--- src/rtl/vram_access_scheduler_if.sv ---
// Bundles the raster, scanout-read, write-request and RAM-port signals of the VRAM scheduler.
// The scheduler takes the slave view; the source of timing, reads and writes takes the master view.
interface vram_access_scheduler_if #(
    parameter int ADDR_W = 17,
    parameter int DATA_W = 8,
    parameter int DEPTH  = 16
);
    localparam int CNT_W = $clog2(DEPTH) + 1;

    logic              video_on;
    logic [31:0]       pixel_y;
    logic              rd_req;
    logic [ADDR_W-1:0] rd_addr;
    logic              wr_valid;
    logic              wr_ready;
    logic [ADDR_W-1:0] wr_addr;
    logic [DATA_W-1:0] wr_data;
    logic              mem_en;
    logic              mem_we;
    logic [ADDR_W-1:0] mem_addr;
    logic [DATA_W-1:0] mem_wdata;
    logic              vblank_start;
    logic [CNT_W-1:0]  fifo_count;

    modport slave (
        input  video_on, pixel_y, rd_req, rd_addr, wr_valid, wr_addr, wr_data,
        output wr_ready, mem_en, mem_we, mem_addr, mem_wdata, vblank_start, fifo_count
    );

    modport master (
        output video_on, pixel_y, rd_req, rd_addr, wr_valid, wr_addr, wr_data,
        input  wr_ready, mem_en, mem_we, mem_addr, mem_wdata, vblank_start, fifo_count
    );
endinterface

--- src/rtl/vram_access_scheduler.sv ---
// Arbitrates the single display-RAM port: scanout reads always win, queued writes drain only
// inside blanking windows so a visible frame is never torn.
module vram_access_scheduler #(
    parameter int ADDR_W       = 17,
    parameter int DATA_W       = 8,
    parameter int DEPTH        = 16,
    parameter int V_DISPLAY    = 1080,
    parameter bit WR_IN_HBLANK = 1'b1
) (
    input logic                  clk_148_5MHz,
    input logic                  reset_n,
    vram_access_scheduler_if.slave bus
);
    localparam int PTR_W = $clog2(DEPTH);
    localparam int CNT_W = PTR_W + 1;

    typedef enum logic [1:0] {
        SYNC   = 2'd0,
        ACTIVE = 2'd1,
        HBLANK = 2'd2,
        VBLANK = 2'd3
    } state_t;

    state_t            state;
    state_t            state_next;
    logic              last_line;
    logic              vblank_start;

    logic [ADDR_W-1:0] fifo_addr [DEPTH];
    logic [DATA_W-1:0] fifo_data [DEPTH];
    logic [PTR_W-1:0]  wr_ptr;
    logic [PTR_W-1:0]  rd_ptr;
    logic [CNT_W-1:0]  count;

    logic              mem_en;
    logic              mem_we;
    logic [ADDR_W-1:0] mem_addr;
    logic [DATA_W-1:0] mem_wdata;

    logic              push;
    logic              pop;
    logic              window_open;

    // Writes are refused while held in reset so nothing is queued that the flush would then drop.
    assign bus.wr_ready = reset_n && (count < CNT_W'(DEPTH));
    assign push         = bus.wr_valid && bus.wr_ready;
    assign window_open  = !bus.video_on &&
                          (state == VBLANK || (state == HBLANK && WR_IN_HBLANK));
    assign pop          = !bus.rd_req && window_open && (count != '0);

    // NOTE: every always_comb output gets a default first, otherwise a missed branch infers a latch.
    always_comb begin
        state_next = state;
        case (state)
            SYNC:           if (bus.video_on)  state_next = ACTIVE;
            ACTIVE:         if (!bus.video_on) state_next = last_line ? VBLANK : HBLANK;
            HBLANK, VBLANK: if (bus.video_on)  state_next = ACTIVE;
            default:        state_next = SYNC;
        endcase
    end

    // NOTE: sequential state uses non-blocking assignments so every register samples pre-edge values.
    always_ff @(posedge clk_148_5MHz) begin
        if (!reset_n) begin
            state        <= SYNC;
            last_line    <= 1'b0;
            vblank_start <= 1'b0;
            wr_ptr       <= '0;
            rd_ptr       <= '0;
            count        <= '0;
            mem_en       <= 1'b0;
            mem_we       <= 1'b0;
            mem_addr     <= '0;
            mem_wdata    <= '0;
        end else begin
            state        <= state_next;
            vblank_start <= (state_next == VBLANK) && (state != VBLANK);
            if (state == ACTIVE && bus.video_on)
                last_line <= (bus.pixel_y == 32'(V_DISPLAY - 1));

            if (push) wr_ptr <= wr_ptr + 1'b1;
            if (pop)  rd_ptr <= rd_ptr + 1'b1;
            case ({push, pop})
                2'b10:   count <= count + 1'b1;
                2'b01:   count <= count - 1'b1;
                default: count <= count;
            endcase

            // Reads pre-empt writes; an idle cycle keeps the bus address and data stable.
            mem_en <= bus.rd_req || pop;
            mem_we <= pop;
            if (bus.rd_req) begin
                mem_addr <= bus.rd_addr;
            end else if (pop) begin
                mem_addr  <= fifo_addr[rd_ptr];
                mem_wdata <= fifo_data[rd_ptr];
            end
        end
    end

    // NOTE: queue storage has no reset; the pointers and count alone define which entries are valid.
    always_ff @(posedge clk_148_5MHz) begin
        if (push) begin
            fifo_addr[wr_ptr] <= bus.wr_addr;
            fifo_data[wr_ptr] <= bus.wr_data;
        end
    end

    assign bus.mem_en       = mem_en;
    assign bus.mem_we       = mem_we;
    assign bus.mem_addr     = mem_addr;
    assign bus.mem_wdata    = mem_wdata;
    assign bus.vblank_start = vblank_start;
    assign bus.fifo_count   = count;
endmodule

--- src/flat_wrapper.sv ---
// flat-port wrapper written by rule: the top's interface ports become plain ports
module vram_access_scheduler_flat 
#(
    parameter int ADDR_W       = 17,
    parameter int DATA_W       = 8,
    parameter int DEPTH        = 16,
    parameter int V_DISPLAY    = 1080,
    parameter bit WR_IN_HBLANK = 1'b1
)
  (clk_148_5MHz, reset_n, bus_video_on, bus_pixel_y, bus_rd_req, bus_rd_addr, bus_wr_valid, bus_wr_addr, bus_wr_data, bus_wr_ready, bus_mem_en, bus_mem_we, bus_mem_addr, bus_mem_wdata, bus_vblank_start, bus_fifo_count);
  vram_access_scheduler_if #(.ADDR_W(ADDR_W), .DATA_W(DATA_W), .DEPTH(DEPTH)) bus_i ();
  input logic clk_148_5MHz;
  input logic reset_n;
  input wire logic [$bits(bus_i.video_on)-1:0] bus_video_on;
  input wire logic [$bits(bus_i.pixel_y)-1:0] bus_pixel_y;
  input wire logic [$bits(bus_i.rd_req)-1:0] bus_rd_req;
  input wire logic [$bits(bus_i.rd_addr)-1:0] bus_rd_addr;
  input wire logic [$bits(bus_i.wr_valid)-1:0] bus_wr_valid;
  input wire logic [$bits(bus_i.wr_addr)-1:0] bus_wr_addr;
  input wire logic [$bits(bus_i.wr_data)-1:0] bus_wr_data;
  output wire logic [$bits(bus_i.wr_ready)-1:0] bus_wr_ready;
  output wire logic [$bits(bus_i.mem_en)-1:0] bus_mem_en;
  output wire logic [$bits(bus_i.mem_we)-1:0] bus_mem_we;
  output wire logic [$bits(bus_i.mem_addr)-1:0] bus_mem_addr;
  output wire logic [$bits(bus_i.mem_wdata)-1:0] bus_mem_wdata;
  output wire logic [$bits(bus_i.vblank_start)-1:0] bus_vblank_start;
  output wire logic [$bits(bus_i.fifo_count)-1:0] bus_fifo_count;
  assign bus_i.video_on = bus_video_on;
  assign bus_i.pixel_y = bus_pixel_y;
  assign bus_i.rd_req = bus_rd_req;
  assign bus_i.rd_addr = bus_rd_addr;
  assign bus_i.wr_valid = bus_wr_valid;
  assign bus_i.wr_addr = bus_wr_addr;
  assign bus_i.wr_data = bus_wr_data;
  assign bus_wr_ready = bus_i.wr_ready;
  assign bus_mem_en = bus_i.mem_en;
  assign bus_mem_we = bus_i.mem_we;
  assign bus_mem_addr = bus_i.mem_addr;
  assign bus_mem_wdata = bus_i.mem_wdata;
  assign bus_vblank_start = bus_i.vblank_start;
  assign bus_fifo_count = bus_i.fifo_count;
  vram_access_scheduler #(.ADDR_W(ADDR_W), .DATA_W(DATA_W), .DEPTH(DEPTH), .V_DISPLAY(V_DISPLAY), .WR_IN_HBLANK(WR_IN_HBLANK)) u_core (.clk_148_5MHz(clk_148_5MHz), .reset_n(reset_n), .bus(bus_i));
endmodule
--- config.mk ---
export PLATFORM = sky130hd
export DESIGN_NAME = vram_access_scheduler_flat
export DESIGN_NICKNAME = d
export VERILOG_FILES = /design/src/rtl/vram_access_scheduler_if.sv /design/src/rtl/vram_access_scheduler.sv /design/src/flat_wrapper.sv
export SDC_FILE = /design/constraint.sdc
export NUM_CORES = 1
export LEC_CHECK = 0
export ABC_AREA = 1
export ABC_CLOCK_PERIOD_IN_PS = 2450
export CAP_MARGIN = 15
export CORE_MARGIN = 5
export CORE_UTILIZATION = 35
export DETAILED_ROUTE_END_ITERATION = 8
export GPL_TIMING_DRIVEN = 1
export PLACE_DENSITY_LB_ADDON = 0.2
export REMOVE_ABC_BUFFERS = 1
export SLEW_MARGIN = 25
export SYNTH_ARGS = -nofsm -noshare
export SYNTH_HDL_FRONTEND = slang
export SYNTH_SLANG_ARGS = --single-unit
--- constraint.sdc ---
create_clock -name clk_148_5MHz -period 2.45 [get_ports clk_148_5MHz]
set_clock_uncertainty 0.05 [all_clocks]
set_input_delay 0.49 -clock clk_148_5MHz [delete_from_list [all_inputs] [get_ports clk_148_5MHz]]
set_output_delay 0.49 -clock clk_148_5MHz [all_outputs]
set_load 0.01 [all_outputs]
# After elaboration in Yosys (flattened, before gate mapping)
# Memory sizes are Yosys's and may differ from the RTL's. A register that Yosys moved wholly into a read port is not among the register bits.
# Cells that the tools add are included.
[word_totals]
reg_bits = 36
mem_bits_rw = 400
inputBits = 79
out_inout_bits = 34
memories = 2
[memory_table]
columns = ["memory", "depth", "word_bits", "rd", "rd_clocked_by_memory_dff", "wr", "line", "rtl"]
rows = [
  ["u_core.fifo_addr", 16, 17, 1, 1, 1, "vram_access_scheduler.sv:29", "logic [ADDR_W-1:0] fifo_addr [DEPTH];"],
  ["u_core.fifo_data", 16, 8, 1, 1, 1, "vram_access_scheduler.sv:30", "logic [DATA_W-1:0] fifo_data [DEPTH];"],
]
[op_classes]
addsub = 4
magnitude_cmp = 1
eq_ne = 8
muxes = 11
bitwise_logic = 1
n_reduce_logical = 18
[op_table]
columns = ["op", "count"]
rows = [
  ["17-bit two-way mux", 2],
  ["32-bit by 11-bit equality test with 1-bit output (second input constant)", 1],
  ["5-bit case mux with 2 select lines", 1],
  ["4-bit by 1-bit adder with 4-bit output (second input constant)", 2],
  ["2-bit equality test (second input constant)", 4],
  ["4-bit two-way mux", 2],
  ["1-bit logical AND", 7],
  ["5-bit by 1-bit adder with 5-bit output (second input constant)", 1],
  ["5-bit < comparator (second input constant)", 1],
  ["5-bit nonzero test", 1],
  ["5-bit by 1-bit subtractor with 5-bit output (second input constant)", 1],
  ["2-bit by 1-bit equality test with 1-bit output (second input constant)", 2],
  ["2-bit two-way mux", 2],
  ["2-bit case mux with 2 select lines", 1],
  ["2-bit nonzero test", 2],
  ["1-bit logical NOT", 3],
  ["1-bit two-way mux", 3],
  ["3-bit OR reduction", 1],
  ["2-bit logical NOT", 1],
  ["1-bit logical OR", 2],
  ["2-bit inequality test (second input constant)", 1],
  ["2-bit AND reduction", 1],
  ["1-bit NOT", 1],
]

# Logic depth before layout (Yosys ltp)
# Gate-level depths: netlist (run 1).
[depth]
ltp_word = 7
ltp_mapped = 18
depth_no_buf = 17

# Worst setup path before layout (run 1)
# No wires, ideal clock.
[synth_path]
path_type = "input port to flip-flop"
start = "in reset_n"
end = "mem u_core.fifo_addr[11][0], enable pin"
setup_time_ns = 0.407
t_arrival_ns = 2.105
t_required_ns = 1.993
path_slack_ns = -0.112
path_stages = 5
path_cell_list = "buf_2 > nand3b_2 > nor2_1 > nand2_1 > nor2_1"
[synth_between]
elab_chain_cells = 4
[synth_rtl]
columns = ["element", "line", "rtl"]
rows = [
  ["from (decl)", "flat_wrapper.sv:13", "input logic reset_n;"],
  ["1-bit logical AND", "vram_access_scheduler.sv:45", "assign bus.wr_ready = reset_n && (count < CNT_W'(DEPTH));"],
  ["1-bit logical AND", "vram_access_scheduler.sv:46", "assign push = bus.wr_valid && bus.wr_ready;"],
  ["1-bit two-way mux", "vram_access_scheduler.sv:103", "if (push) begin"],
  ["1-bit two-way mux (implied by the code)", "vram_access_scheduler.sv:104", "fifo_addr[wr_ptr] <= bus.wr_addr;"],
  ["to (decl)", "vram_access_scheduler.sv:29", ""],
]
# Every way passes these cells.

# Final worst setup path (run 1)
[layout_path]
start = "in reset_n"
end = "out bus_wr_ready"
[layout_between]
elab_chain_cells = 1
[layout_rtl]
columns = ["element", "line", "rtl"]
rows = [
  ["1-bit logical AND", "vram_access_scheduler.sv:45", ""],
  ["to (decl)", "flat_wrapper.sv:21", "output wire logic [$bits(bus_i.wr_ready)-1:0] bus_wr_ready;"],
]
# Every way passes these cells.

==> results of run 1 <==
-- worst min-delay path: stages (launching register included) --
cell	delay, ns
dfxtp_1	0.32
nand2_1	0.07
nor2_1	0.03
-- through the flow --
stage | util [%] | hold slack, ns
3_5_place_dp | 40.35 | 0.4029
2_1_floorplan | - | 0.3767
4_1_cts | 43.28 | 0.4019
5_1_grt | 43.28 | 0.4310
3_3_place_gp | 40.35 | 0.4023
6_report | 43.28 | 0.4108
-- routing by layer --
| metal | track usage, % | part of all wire [%] | up-vias | wire [um] |
|---|---|---|---|---|
| met5 | 0 | 0 | - | 0 |
| met4 | 3.848 | 2.0 | 0 | 916 |
| met3 | 2.935 | 5.2 | 76 | 2410 |
| met2 | 27.25 | 48 | 304 | 22490 |
| met1 | 22.19 | 44 | 5835 | 20590 |
| li1 | - | - | 5670 | - |
-- layout make-up --
type,count,share of cell area [%]
inverter,73,1.256
antenna,1,0.01132
sequential,448,58.70
tap,680,3.847
timing repair buffer,192,9.822
clock buffer,69,5.873
clock inverter,17,0.8883
multi-input combinational,887,19.60
-- report_power, final --
group          switching [uW]  internal, uW  total [uW]
logic                     350           268         618
registers                31.2          8380        8410
clock network            2930          4020        6950
-- cell families after synthesis --
family                   Yosys count  share of synthesized area, %
XOR/XNOR                           4                        0.1950
AND/OR/NAND/NOR                  485                         10.96
AO/OA/AOI/OAI                    390                         11.74
flip-flops                       448                         72.21
buffers and inverters            164                         4.332
adder cells (fa/ha/maj)            8                        0.5572
-- flip-flops by register name, indices dropped and copies added, names as in the netlist, named ones only --
register,count
u_core.rd_ptr,4
u_core.bus.mem_we,1
u_core.bus.mem_addr,17
u_core.fifo_addr,272
u_core.state,2
u_core.fifo_data,128
u_core.bus.fifo_count,5
u_core.bus.mem_en,1
u_core.bus.vblank_start,1
u_core.bus.mem_wdata,8
u_core.last_line,1
u_core.wr_ptr,4
-- Yosys cell counts (all sizes together) --
master / number
nor3: 1
xor2: 2
ha: 8
clkbuf: 31
nand3: 69
nand3b: 1
nand2: 126
a22o: 3
a31oi: 15
nor4b: 1
buf: 60
o22ai: 9
nor4: 8
a21oi: 45
inv: 68
nand4: 4
o211ai: 44
edfxtp: 400
o21ai: 273
clkinv: 5
nor3b: 3
nor2: 272
xnor2: 2
dfxtp: 48
o31ai: 1
-- worst paths after layout --
kind,end,slack [ns]
worst min register to register,u_core.bus.vblank_start,0.41
worst max register to register,u_core.bus.fifo_count[4],0.33
worst max-delay path,bus_wr_ready,0.13
worst min-delay path,u_core.bus.vblank_start,0.41
==> qor.yml, run 1 <==
global_route.usage.total_pct: 16.26
critPathTopFamily: "buffers and inverters"
cts-buffers-inserted: 47
drt_pre_antenna_iters: 5
cts_tree: "built"
rr_startpoint: "u_core.bus.fifo_count[1]"
insertion_delay_ns: 0.58
ant_nets: 0
dieArea_sq_um: 55960
pre_cts_ws_ns: -0.1747
period_minus_slack_ns: 2.324
wirelength_um: 46410
num_io_pins: 113
synthTopCellsByArea: "edfxtp_1 67%, nor2_1 5.7%, o21ai_0 5.4%, dfxtp_1 5.3%, nand2_1 2.6%"
final_cell_mix: "400 x edfxtp_1, 255 x nor2_1, 194 x o21ai_0, 124 x nand2_1, 112 x clkdlybuf4s50_1"
cp.depth: 5
ys_types: 36
finalCritPeriodShare_pct: 94.84
rsz0062_at_grt: "false"
yosysWarnings: 0
post_layout_nonfiller_instances: 2367
max_cap_viol_count: 0
grt_max_degree: 67
routed_via_density: 5.021
critPathRequiredTime_ns: 1.91
dieWidth_um: 236.6
ctsResizeCount: 0
syn_inst: 1499
fill_cells: 4727
cp-end-kind: "primary output"
drt_iter0_drc: 1016
port_buffers: 112
antenna_found_initial: 1
worstSetupPathType: "in -> out"
crit_fanout: 2
max_slew_margin_pct: 59.60
coreArea_sq_um: 51090
holdPathStages: 2
num_rows: 83
yosys_register_bits: 448
powerDensity_nw_per_um2: 722.6
seqCellArea_sq_um: 12980
layout_commonest_cell: "edfxtp_1"
drive_gt1_share_pct: 10.32
vias: 11890
yosys.area.top_type: "edfxtp_1"
cts_buffer_depth: 3
final_cell_area_sq_um: 22120
hold_viol: 0
ctsHtreeMaxLevel: 2
synth_top_area_share_pct: 66.86
gp_congestion: 0.7915
dp.cells: 2280
area_growth_pct: 23.10
synth-seq-area-share_pct: 72.21
worst_slack_ns: 0.1263
grt_overflow: 0
status: "finished clean"
maxSlewViolCount: 0
dp_hpwl_um: 27570
path_common_cell: "clkdlybuf4s50_1"
avgSynthCellArea_sq_um: 11.98
power_leakage_uw: 0.007396
slowest_delay_ns: 0.54
peakVddDrop_uv: 454.1
placed_area_sq_um: 20620
path_cells: "clkdlybuf4s50_1 > buf_4 > inv_1 > nor2_1 > clkdlybuf4s50_1"
hp-class: "reg -> reg"
max_freq_mhz: 430.4
min_from: "u_core.last_line"
crit_start: "reset_n"
path_buf_inv: 4
fp.dieH_um: 236.6
initial_core_util_pct: 35.16
grt_pass1_wl_um: 71190
critPathLaunchType: "input port"
cts.sinks: 448
finalPower_uw: 15980
slowest_stage: "clkdlybuf4s50_1"
setup_viol: 0
grt_pass1_vias: 11830
root_buffer: "clkbuf_16"
worstPathArrival_ns: 1.78
postCtsSetupBuffers: 0
rr_worst_depth: 16
path_clk_slew_ns: 0.06
post_drt_wl_per_cell_um: 19.61
tightest_slew_ns: 0.6041
drcViolationCount: 0
syn-cell-area_sq_um: 17960
fin_nets: 1736
multi_input_area_sq_um: 4334
fin_setup_tns_ns: 0
hold_buffers: 0
Note: power is estimated with default switching activity, not from simulation.
==> run 2: changes to the inputs <==
--- a/config.mk
+++ b/config.mk
@@ -11,6 +11,7 @@
 export CORE_MARGIN = 5
 export CORE_UTILIZATION = 35
 export DETAILED_ROUTE_END_ITERATION = 8
+export DONT_BUFFER_PORTS = 1
 export GPL_TIMING_DRIVEN = 1
 export PLACE_DENSITY_LB_ADDON = 0.2
 export REMOVE_ABC_BUFFERS = 1
==> run 2 against run 1 <==
  * Final cell count shrank 3.8%
  * Cell area shrank 4.6%
  * Sequential cell count stayed put
  * Sequential power about the same
  * Via count fell by 3.5%
==> qor.yml, run 2 (same netlist as run 1, synthesis figures left out) <==
status: "finished clean"  # unchanged
cp-end-kind: "flop"  # was primary output
root_buffer: "clkbuf_16"  # unchanged
cts-buffers-inserted: 50  # was 47
gp_congestion: 0.7870  # was 0.7915
insertion_delay_ns: 0.58  # about the same
setup_viol: 0  # unchanged
path_cells: "dlygate4sd3_1 > inv_2 > nand2_1 > nor2_2 > nand2_2 > clkinv_2 > ha_2 > xnor2_1 > inv_1 > ha_1 > inv_1 > nand2_1 > nand2_1 > nand2_1 > nand2_1 > nand2_1 > nand2_1 > a21oi_1"  # was clkdlybuf4s50_1 > buf_4 > inv_1 > nor2_1 > clkdlybuf4s50_1
grt_pass1_wl_um: 70820  # was 71,190 um
critPathLaunchType: "input port"  # unchanged
hold_viol: 0  # unchanged
dieWidth_um: 236.6  # unchanged
drt_iter0_drc: 978  # was 1,016
drt_pre_antenna_iters: 7  # was 5
fp.dieH_um: 236.6  # unchanged
wirelength_um: 46720  # was 46,410 um
worstSetupPathType: "in -> reg"  # was in -> out
drcViolationCount: 0  # unchanged
grt_max_degree: 120  # was 67
path_common_cell: "nand2_1"  # was clkdlybuf4s50_1
routed_via_density: 5.040  # was 5.021
max_slew_margin_pct: 51.98  # was 59.60%
maxSlewViolCount: 0  # unchanged
final_cell_mix: "400 x edfxtp_1, 255 x nor2_1, 194 x o21ai_0, 124 x nand2_1, 79 x o21ai_1"  # was 400 x edfxtp_1, 255 x nor2_1, 194 x o21ai_0, 124 x nand2_1, 112 x clkdlybuf4s50_1
holdWs_ns: 0.03040  # was 0.4108 ns
post_drt_wl_per_cell_um: 20.53  # was 19.61 um
top_regs: "u_core.fifo_addr (272), u_core.fifo_data (128), u_core.bus.mem_addr (17)"  # unchanged
critPathTopFamily: "buffers and inverters"  # unchanged
max_freq_mhz: 445.8  # was 430.4 MHz
cts_tree: "built"  # unchanged
path_buf_inv: 5  # was 4
tightest_slew_ns: 0.7180  # was 0.6041 ns
powerDensity_nw_per_um2: 783.4  # was 722.6 nW/um^2
ant_nets: 0  # unchanged
power_leakage_uw: 0.007055  # was 0.007396 uW
critPathRequiredTime_ns: 2.84  # was 1.91 ns
grt_overflow: 0  # unchanged
cts.sinks: 448  # unchanged
num_rows: 83  # unchanged
finalPower_uw: 16530  # was 15,980 uW
vias: 11470  # was 11,890
largest_register_ff_count: 272  # unchanged
area_growth_pct: 17.45  # was 23.10%
period_minus_slack_ns: 2.243  # was 2.324 ns
dp_hpwl_um: 26620  # was 27,570 um
fin_nets: 1640  # was 1,736
crit_fanout: 4  # was 2
slowest_delay_ns: 0.56  # was 0.54 ns
fill_cells: 4843  # was 4,727
initial_core_util_pct: 35.16  # unchanged
dieArea_sq_um: 55960  # unchanged
max_cap_viol_count: 0  # unchanged
finalCritPeriodShare_pct: 91.55  # was 94.84%
coreArea_sq_um: 51090  # unchanged
placed_area_sq_um: 19070  # was 20,620 sq um
slowest_stage: "dlygate4sd3_1"  # was clkdlybuf4s50_1
global_route.usage.total_pct: 16.23  # was 16.26%
port_buffers: 0  # was 112
layout_commonest_cell: "edfxtp_1"  # unchanged
path_clk_slew_ns: 0.06  # about the same
ctsHtreeMaxLevel: 2  # unchanged
worstPathArrival_ns: 2.63  # was 1.78 ns
peakVddDrop_uv: 552.6  # was 454.1 uV
hp-class: "in -> reg"  # was reg -> reg
final_cell_area_sq_um: 21100  # was 22,120 sq um
cts_buffer_depth: 3  # unchanged
drive_gt1_share_pct: 10.41  # was 10.32%
top_register: "u_core.fifo_addr"  # unchanged
num_io_pins: 113  # unchanged
antenna_found_initial: 2  # was 1
rsz0062_at_grt: "false"  # unchanged
grt_pass1_vias: 11190  # was 11,830
==> run 2: stage by stage <==
stage / setup WS [ns] / std cells / utilization, % / TNS [ns]
after detailed placement: 0.2103 / 2148 / 37.32 / 0
after CTS: 0.2054 / 2275 / 41.28 / 0
after global routing: 0.03354 / 2276 / 41.29 / 0
after global placement: 0.2385 / 2148 / 37.32 / 0
final: 0.2070 / 2276 / 41.29 / 0
after floorplan: -2.126 / 1408 / - / -37.98
==> run 2: repair_timing <==
action / CTS / global route
setup buffers: 0 / 0
hold endpoints to repair: 418 / 0
resized for setup: 0 / 1
setup endpoints to repair: 0 / 2
hold buffers: 33 / 0
==> run 2: metal layers <==
metal,vias to the layer above,GRT usage (%),share of wire [%]
met1,5674,22.64,45
met3,62,2.982,5.0
met5,-,0,0.015
li1,5487,-,-
met4,2,3.813,1.6
met2,245,26.62,48
==> run 2: final timing paths <==
check / start / endpoint / slack [ns] / depth (start not counted)
worst min register to register: u_core.last_line / u_core.bus.vblank_start / 0.40 / 2
worst max-delay path: bus_video_on / u_core.bus.fifo_count[4] / 0.21 / 18
worst max register to register: u_core.bus.fifo_count[4] / u_core.bus.fifo_count[4] / 0.35 / 16
worst min-delay path: reset_n / u_core.bus.vblank_start / 0.03 / 2
==> run 2: final cells by class <==
| type | count | area (sq um) | share of cell area [%] |
|---|---|---|---|
| multi-input combinational | 887 | 4337 | 20.55 |
| antenna | 1 | 2.502 | 0.01186 |
| clock buffer | 68 | 1381 | 6.547 |
| timing repair buffer | 93 | 955.9 | 4.531 |
| sequential | 448 | 12980 | 61.53 |
| inverter | 73 | 277.8 | 1.316 |
| clock inverter | 26 | 311.5 | 1.477 |
| tap | 680 | 850.8 | 4.032 |
==> run 2: worst register-to-register path, cell delays in order, from the launching register on <==
cell	delay [ns]
dfxtp_1	0.32
nor2_1	0.13
nand3_1	0.14
nand2_2	0.11
clkinv_2	0.06
ha_2	0.22
xnor2_1	0.20
inv_1	0.07
ha_1	0.17
inv_1	0.05
nand2_1	0.08
nand2_1	0.09
nand2_1	0.05
nand2_1	0.06
nand2_1	0.06
nand2_1	0.05
a21oi_1	0.06
==> run 2: power by group <==
| group | switching [uW] | internal, uW |
|---|---|---|
| clock network | 3040 | 4610 |
| registers | 40.8 | 8380 |
| logic | 314 | 144 |
==> run 3: changes to the inputs <==
--- a/config.mk
+++ b/config.mk
@@ -7,7 +7,7 @@
 export LEC_CHECK = 0
 export ABC_AREA = 1
 export ABC_CLOCK_PERIOD_IN_PS = 2450
-export CAP_MARGIN = 15
+export CAP_MARGIN = 20
 export CORE_MARGIN = 5
 export CORE_UTILIZATION = 35
 export DETAILED_ROUTE_END_ITERATION = 8
==> results of run 3 <==
The final DEF is identical to that of run 2; final timing and power are the same.
